`src/rtl/wb_mailbox.sv`:
```
// Wishbone-classic mailbox between the management SoC and the as2650 core: two byte FIFOs,
// status/control registers and a level interrupt. Define WB_MAILBOX_OVF_EN for sticky overflow flags.
module wb_mailbox #(
    parameter logic [31:0] BASE_ADDR  = 32'h3000_0000,
    parameter int          DEPTH_LOG2 = 2
) (
    input  logic        wb_clk_i,
    input  logic        wb_rst_n_i,
    input  logic        wbs_cyc_i,
    input  logic        wbs_stb_i,
    input  logic        wbs_we_i,
    input  logic [3:0]  wbs_sel_i,
    input  logic [31:0] wbs_adr_i,
    input  logic [31:0] wbs_dat_i,
    output logic [31:0] wbs_dat_o,
    output logic        wbs_ack_o,
    output logic [7:0]  cpu_rd_data,
    output logic        cpu_rd_valid,
    input  logic        cpu_rd_pop,
    input  logic [7:0]  cpu_wr_data,
    input  logic        cpu_wr_stb,
    output logic        cpu_wr_full,
    output logic        irq_o
);

    localparam int DEPTH = 1 << DEPTH_LOG2;
    localparam int CW    = DEPTH_LOG2 + 1;

    logic                  ack_q, ack_d;
    logic [31:0]           dat_q, dat_d;
    logic                  ctrl_q, ctrl_d;
    logic                  irq_q, irq_d;

    logic [7:0]            dn_mem_q [DEPTH];
    logic [7:0]            dn_mem_d [DEPTH];
    logic [DEPTH_LOG2-1:0] dn_wp_q, dn_wp_d, dn_rp_q, dn_rp_d;
    logic [CW-1:0]         dn_cnt_q, dn_cnt_d;

    logic [7:0]            up_mem_q [DEPTH];
    logic [7:0]            up_mem_d [DEPTH];
    logic [DEPTH_LOG2-1:0] up_wp_q, up_wp_d, up_rp_q, up_rp_d;
    logic [CW-1:0]         up_cnt_q, up_cnt_d;

    logic                  ovf_dn, ovf_up;

    logic        addr_hit, accept, wr_en, rd_en;
    logic [1:0]  reg_idx;
    logic        dn_full, dn_empty, up_full, up_empty;
    logic        dn_push_req, dn_push, dn_pop, up_push, up_pop, flush;
    logic [31:0] rx_word, status_word, rd_mux;
    logic        unused_bits;

    // Bus handshake: a request is taken only while ack is low, so ack is a one-cycle pulse
    // and a held strobe yields at most one access every two cycles.
    assign addr_hit = (wbs_adr_i[31:4] == BASE_ADDR[31:4]);
    assign accept   = wbs_cyc_i & wbs_stb_i & addr_hit & ~ack_q;
    assign wr_en    = accept & wbs_we_i & wbs_sel_i[0];
    assign rd_en    = accept & ~wbs_we_i;
    assign reg_idx  = wbs_adr_i[3:2];

    assign dn_full  = (dn_cnt_q == CW'(DEPTH));
    assign dn_empty = (dn_cnt_q == '0);
    assign up_full  = (up_cnt_q == CW'(DEPTH));
    assign up_empty = (up_cnt_q == '0);

    // A push into a full FIFO still lands when a pop frees the head in the same cycle.
    assign dn_pop      = cpu_rd_pop & ~dn_empty;
    assign dn_push_req = wr_en & (reg_idx == 2'd0);
    assign dn_push     = dn_push_req & (~dn_full | dn_pop);
    assign up_pop      = rd_en & wbs_sel_i[0] & (reg_idx == 2'd1) & ~up_empty;
    assign up_push     = cpu_wr_stb & (~up_full | up_pop);
    assign flush       = wr_en & (reg_idx == 2'd2) & wbs_dat_i[0];

    always_comb begin
        dn_mem_d = dn_mem_q;
        dn_wp_d  = dn_wp_q;
        dn_rp_d  = dn_rp_q;
        dn_cnt_d = dn_cnt_q;
        if (dn_push) begin
            dn_mem_d[dn_wp_q] = wbs_dat_i[7:0];
            dn_wp_d           = dn_wp_q + DEPTH_LOG2'(1);
        end
        if (dn_pop) begin
            dn_rp_d = dn_rp_q + DEPTH_LOG2'(1);
        end
        case ({dn_push, dn_pop})
            2'b10:   dn_cnt_d = dn_cnt_q + CW'(1);
            2'b01:   dn_cnt_d = dn_cnt_q - CW'(1);
            default: dn_cnt_d = dn_cnt_q;
        endcase
        if (flush) begin
            dn_wp_d  = '0;
            dn_rp_d  = '0;
            dn_cnt_d = '0;
        end
    end

    always_comb begin
        up_mem_d = up_mem_q;
        up_wp_d  = up_wp_q;
        up_rp_d  = up_rp_q;
        up_cnt_d = up_cnt_q;
        if (up_push) begin
            up_mem_d[up_wp_q] = cpu_wr_data;
            up_wp_d           = up_wp_q + DEPTH_LOG2'(1);
        end
        if (up_pop) begin
            up_rp_d = up_rp_q + DEPTH_LOG2'(1);
        end
        case ({up_push, up_pop})
            2'b10:   up_cnt_d = up_cnt_q + CW'(1);
            2'b01:   up_cnt_d = up_cnt_q - CW'(1);
            default: up_cnt_d = up_cnt_q;
        endcase
        if (flush) begin
            up_wp_d  = '0;
            up_rp_d  = '0;
            up_cnt_d = '0;
        end
    end

`ifdef WB_MAILBOX_OVF_EN
    logic ovf_dn_q, ovf_dn_d, ovf_up_q, ovf_up_d;

    // Clear-on-write-one, but a drop in the same cycle keeps the flag set.
    always_comb begin
        ovf_dn_d = ovf_dn_q;
        ovf_up_d = ovf_up_q;
        if (wr_en && (reg_idx == 2'd2) && wbs_dat_i[16]) ovf_dn_d = 1'b0;
        if (wr_en && (reg_idx == 2'd2) && wbs_dat_i[17]) ovf_up_d = 1'b0;
        if (dn_push_req && !dn_push) ovf_dn_d = 1'b1;
        if (cpu_wr_stb && !up_push)  ovf_up_d = 1'b1;
    end

    always_ff @(posedge wb_clk_i) begin
        if (!wb_rst_n_i) begin
            ovf_dn_q <= 1'b0;
            ovf_up_q <= 1'b0;
        end else begin
            ovf_dn_q <= ovf_dn_d;
            ovf_up_q <= ovf_up_d;
        end
    end

    assign ovf_dn = ovf_dn_q;
    assign ovf_up = ovf_up_q;
`else
    assign ovf_dn = 1'b0;
    assign ovf_up = 1'b0;
`endif

    assign rx_word     = up_empty ? 32'h0 : {23'b0, 1'b1, up_mem_q[up_rp_q]};
    assign status_word = {14'b0, ovf_up, ovf_dn, 4'b0,
                          up_empty, up_full, dn_empty, dn_full,
                          1'b0, 3'(up_cnt_q), 1'b0, 3'(dn_cnt_q)};

    always_comb begin
        case (reg_idx)
            2'd0:    rd_mux = 32'h0;
            2'd1:    rd_mux = rx_word;
            2'd2:    rd_mux = status_word;
            default: rd_mux = {31'b0, ctrl_q};
        endcase
    end

    assign ack_d  = accept;
    assign dat_d  = rd_en ? rd_mux : dat_q;
    assign ctrl_d = (wr_en && (reg_idx == 2'd3)) ? wbs_dat_i[0] : ctrl_q;
    assign irq_d  = ctrl_q & (~up_empty | ovf_dn | ovf_up);

    always_ff @(posedge wb_clk_i) begin
        if (!wb_rst_n_i) begin
            ack_q    <= 1'b0;
            dat_q    <= '0;
            ctrl_q   <= 1'b0;
            irq_q    <= 1'b0;
            dn_wp_q  <= '0;
            dn_rp_q  <= '0;
            dn_cnt_q <= '0;
            up_wp_q  <= '0;
            up_rp_q  <= '0;
            up_cnt_q <= '0;
            for (int i = 0; i < DEPTH; i++) begin
                dn_mem_q[i] <= '0;
                up_mem_q[i] <= '0;
            end
        end else begin
            ack_q    <= ack_d;
            dat_q    <= dat_d;
            ctrl_q   <= ctrl_d;
            irq_q    <= irq_d;
            dn_wp_q  <= dn_wp_d;
            dn_rp_q  <= dn_rp_d;
            dn_cnt_q <= dn_cnt_d;
            up_wp_q  <= up_wp_d;
            up_rp_q  <= up_rp_d;
            up_cnt_q <= up_cnt_d;
            dn_mem_q <= dn_mem_d;
            up_mem_q <= up_mem_d;
        end
    end

    assign wbs_ack_o    = ack_q;
    assign wbs_dat_o    = dat_q;
    assign cpu_rd_data  = dn_mem_q[dn_rp_q];
    assign cpu_rd_valid = ~dn_empty;
    assign cpu_wr_full  = up_full;
    assign irq_o        = irq_q;

    assign unused_bits = ^{wbs_sel_i[3:1], wbs_adr_i[1:0], wbs_dat_i[31:8]};

endmodule
```
`config.mk`:
```
export PLATFORM = sky130hd
export DESIGN_NAME = wb_mailbox
export DESIGN_NICKNAME = d
export VERILOG_FILES = /design/src/rtl/wb_mailbox.sv
export SDC_FILE = /design/constraint.sdc
export NUM_CORES = 1
export LEC_CHECK = 0
export ABC_CLOCK_PERIOD_IN_PS = 3600
export BUFFER_PORTS_ARGS = -buffer_cell sky130_fd_sc_hd__buf_4
export CORE_MARGIN = 2
export CORE_UTILIZATION = 29
export CTS_BUF_LIST = sky130_fd_sc_hd__clkbuf_8 sky130_fd_sc_hd__clkbuf_16
export DETAILED_ROUTE_END_ITERATION = 6
export SYNTH_ARGS = -nofsm -noshare
export SYNTH_HDL_FRONTEND = slang
export SYNTH_SLANG_ARGS = --single-unit
export TNS_END_PERCENT = 10
```
`constraint.sdc`:
```
create_clock -name wb_clk_i -period 3.6 [get_ports wb_clk_i]
set_clock_uncertainty 0.2 [all_clocks]
set_input_delay 0.72 -clock wb_clk_i [delete_from_list [all_inputs] [get_ports wb_clk_i]]
set_output_delay 0.72 -clock wb_clk_i [all_outputs]
set_load 0.01 [all_outputs]
```
==> metrics.md <==
| Metric | Value |
|---|---|
| RSZ-0062 raised after global routing | `no` |
| Port-buffer cells | `77` |
| DRC | `0` |
| Routed WL | `10600 um` |
| Worst setup margin | `0.781 ns` |
| Post-CTS Resized | `0` |
| Core box area | `15800 um2` |
| Largest cells by area after synthesis | `dfxtp_1, mux2i_1, mux4_2` |
| Average size of a mapped cell | `10.5 um2` |
| Netlist cell types | `49` |
| Vias in the first global route | `3418` |
| Seq cells post-synth | `93` |
| Largest net degree at the start of global routing | `55` |
| Crit path capture type | `flop` |
| Hold buffer count at cts | `0` |
| Fraction of synthesized area in multiplexers | `0.230` |
| Vias | `3363` |
| CP delay by family, top | `simple AND/OR/NAND/NOR gates` |
| Total gr overflow | `0` |
| Cell-internal power | `0.00182 W` |
| Maximum vdd ir drop | `0.236 mV` |
| Slowest CP cell | `fa_1` |
| Layout Nets | `613` |
| NetSw | `0.000627 W` |
| Pins over their slew limit | `0` |
| Compound-Gate Fraction of Synth Area | `0.0467` |
| Die Y | `130 um` |
| Hold Crit Class | `flop to flop` |
| Power density over cell area | `427 nW/um2` |
| Post-CTS Setup Inserts | `0` |
| ANT cells | `0` |
| TNS Setup | `0 ns` |
| Adder-cell share of the synthesized area | `0.0330` |
| Gr usage total | `0.131` |
| Register area share after synthesis | `0.402` |
| Number of fill cells | `1609` |
| Num CTS Buffers | `9` |
| Xor and xnor fraction of the mapped netlist area | `0.0170` |
| Wire per inst | `14.3 um` |
| RePlAce Congestion | `0.709` |
| First-pass GRT wire length | `17300 um` |
| Syn Std Cell Area | `4630 um2` |
| Area growth, synth to finish | `23.7%` |
| Worst-path fanout max | `2` |
| Reg power frac | `0.462` |
| EDFF count, synth | `0` |
| Most common cell after layout, fill and taps aside | `dfxtp_1` |
| Synth Area in Simple Gates | `0.210` |
| Area leader, netlist | `dfxtp_1` |
| Most frequent cells in the layout | `dfxtp_1, buf_4, mux2i_1` |
| CP Launch Type | `input port` |
| Die footprint | `17000 um2` |
| WP data arrival | `2.85 ns` |
| CP required | `3.63 ns` |
| Detailed Routing Iterations Pass 1 | `4` |
| Slew HR | `0.541` |
| Total power | `0.00244 W` |
| Initial antenna violation count | `0` |
| Clock Tree Root | `clkbuf_16` |
| Worst-Skew Late Latency | `0.34 ns` |
| Ys async rst share | `0` |
| Layout cells sized above 1 | `0.271` |
| Leakage | `2.61 nW` |
| Power share of the combinational group | `0.141` |
| DR vias/cell | `4.54` |
| WP buf/inv | `3` |
| Fraction of power spent switching nets | `0.257` |
| Fmax | `355 MHz` |
| Synth top area share | `0.402` |
| Min Tclk post-route | `2.82 ns` |
| IO Pins | `127` |
| Clock tree buffer depth | `2` |
| Final setup vio count | `0` |
| Total of max-cap violations | `0` |
| Clk slew on worst S/H paths | `0.07 ns` |
| TritonCTS clock tree | `yes` |
| Setup Crit Path Kind | `input port to flop` |
| Synth warnings | `0` |
| Row cnt | `46` |
| DR iter-0 viols | `141` |
| Post-Syn Instances | `441` |
| Worst slew pin tran | `0.687 ns` |
| Routed Antenna Nets | `0` |
| CTS H-tree lvls | `3` |
| Clock sinks | `93` |
| Crit share post-route | `0.783` |
| Starting Density | `0.294` |
| Die W | `130 um` |
| Final hold viol count | `0` |
| Post-DP HPWL | `7830 um` |
| Largest family of logic cells by synthesized area | `multiplexers` |
| Top_reg_cell synth | `dfxtp_1` |
| Max incr delay on CP | `0.37 ns` |
| Status | `finished, final reports clean` |
| CP cell instances | `buf_4, nor4_4, nand4_4, nor4_1, buf_4, ha_1, inv_1, fa_1, xor2_1, nor2_1, xnor2_1, nor2_1` |
| Power share of the clock group | `0.398` |
| Pre-CTS setup slack | `0.429 ns` |
worst paths after layout:
path,end,startpoint,slack [ns],cells past startpoint
min,up_mem_q[5]$_SDFFE_PN0P_,up_mem_q[5]$_SDFFE_PN0P_,0.26,2
min reg2reg,up_mem_q[5]$_SDFFE_PN0P_,up_mem_q[5]$_SDFFE_PN0P_,0.26,2
max reg2reg,up_cnt_q[2]$_SDFFE_PP0P_,up_cnt_q[2]$_SDFFE_PP0P_,0.89,11
max,up_cnt_q[2]$_SDFFE_PP0P_,wbs_adr_i[12],0.78,12
area by class of cell:
| type | count | area (um2) | area share |
|---|---|---|---|
| clock buffer | 11 | 253 | 0.0441 |
| tap | 216 | 270 | 0.0472 |
| clock inverter | 5 | 60.1 | 0.0105 |
| inverter | 12 | 45.0 | 0.00786 |
| sequential | 93 | 1860 | 0.325 |
| multi-input combinational | 312 | 2560 | 0.446 |
| timing repair buffer | 91 | 683 | 0.119 |
per-layer routing:
metal,GRT usage,up-vias,share of wire
li1,-,1659,-
met1,0.154,1625,0.43
met2,0.241,67,0.53
met3,0.0326,12,0.034
met4,0.0300,0,0.0087
met5,0,-,0
through the flow:
step,cells,instance area (um2),hold WS (ns),util
after floorplan,460,4700,0.222,-
after global placement,724,5420,0.242,0.344
after detailed placement,724,5420,0.252,0.344
after CTS,740,5730,0.261,0.363
after global routing,740,5730,0.285,0.363
final,740,5730,0.258,0.363
state kept, by name, summed over array words and instances (netlist names):
| register | flops |
|---|---|
| dn_cnt_q | 3 |
| up_wp_q | 2 |
| dn_rp_q | 2 |
| wbs_dat_o | 12 |
| dn_mem_q | 32 |
| irq_o | 1 |
| up_rp_q | 2 |
| up_cnt_q | 3 |
| wbs_ack_o | 1 |
| dn_wp_q | 2 |
| ctrl_q | 1 |
| up_mem_q | 32 |
worst register-to-register path, delay by kind of cell, from the launching register on:
kind | cells | cell delay [ns]
buffers and inverters | 2 | 0.13
DFF | 1 | 0.45
xor gates and xnor gates | 2 | 0.27
AOI/OAI and AO/OA | 1 | 0.09
adders and majority gates | 2 | 0.55
and+or+nand+nor | 4 | 0.91
cell families (layout without fill, tap and decap cells):
kind of cell	count (synthesis)	after routing
AO/OA/AOI/OAI	24	24
multiplexers	86	86
XOR/XNOR	9	9
buffers and inverters	55	119
AND/OR/NAND/NOR	162	162
other	1	20
flip-flops	93	93
adder cells (fa/ha/maj)	11	11
cell usage after synthesis, types with 3 or more instances:
cell	instances
clkbuf_1	21
nor3_1	3
dfxtp_1	93
buf_4	20
xor2_1	3
nor2_1	26
mux2_2	3
nor3b_1	7
a21boi_0	4
nor2b_1	34
xnor2_1	6
nand2_4	4
nand4_1	5
a221oi_1	6
nor4_4	5
o31ai_1	3
ha_1	9
mux2i_1	67
inv_1	12
mux4_2	16
nand3_1	7
nand2_1	53
power groups by stage:
stage,registers (W),clock network (W),logic (W)
2_1_floorplan,0.00111,0,0.000269
3_3_place_gp,0.00115,0,0.000338
3_5_place_dp,0.00115,0,0.000350
4_1_cts,0.00113,0.000998,0.000351
5_1_grt,0.00114,0.00104,0.000381
6_report,0.00113,0.000972,0.000344
Power figures use the tool's default switching activity.
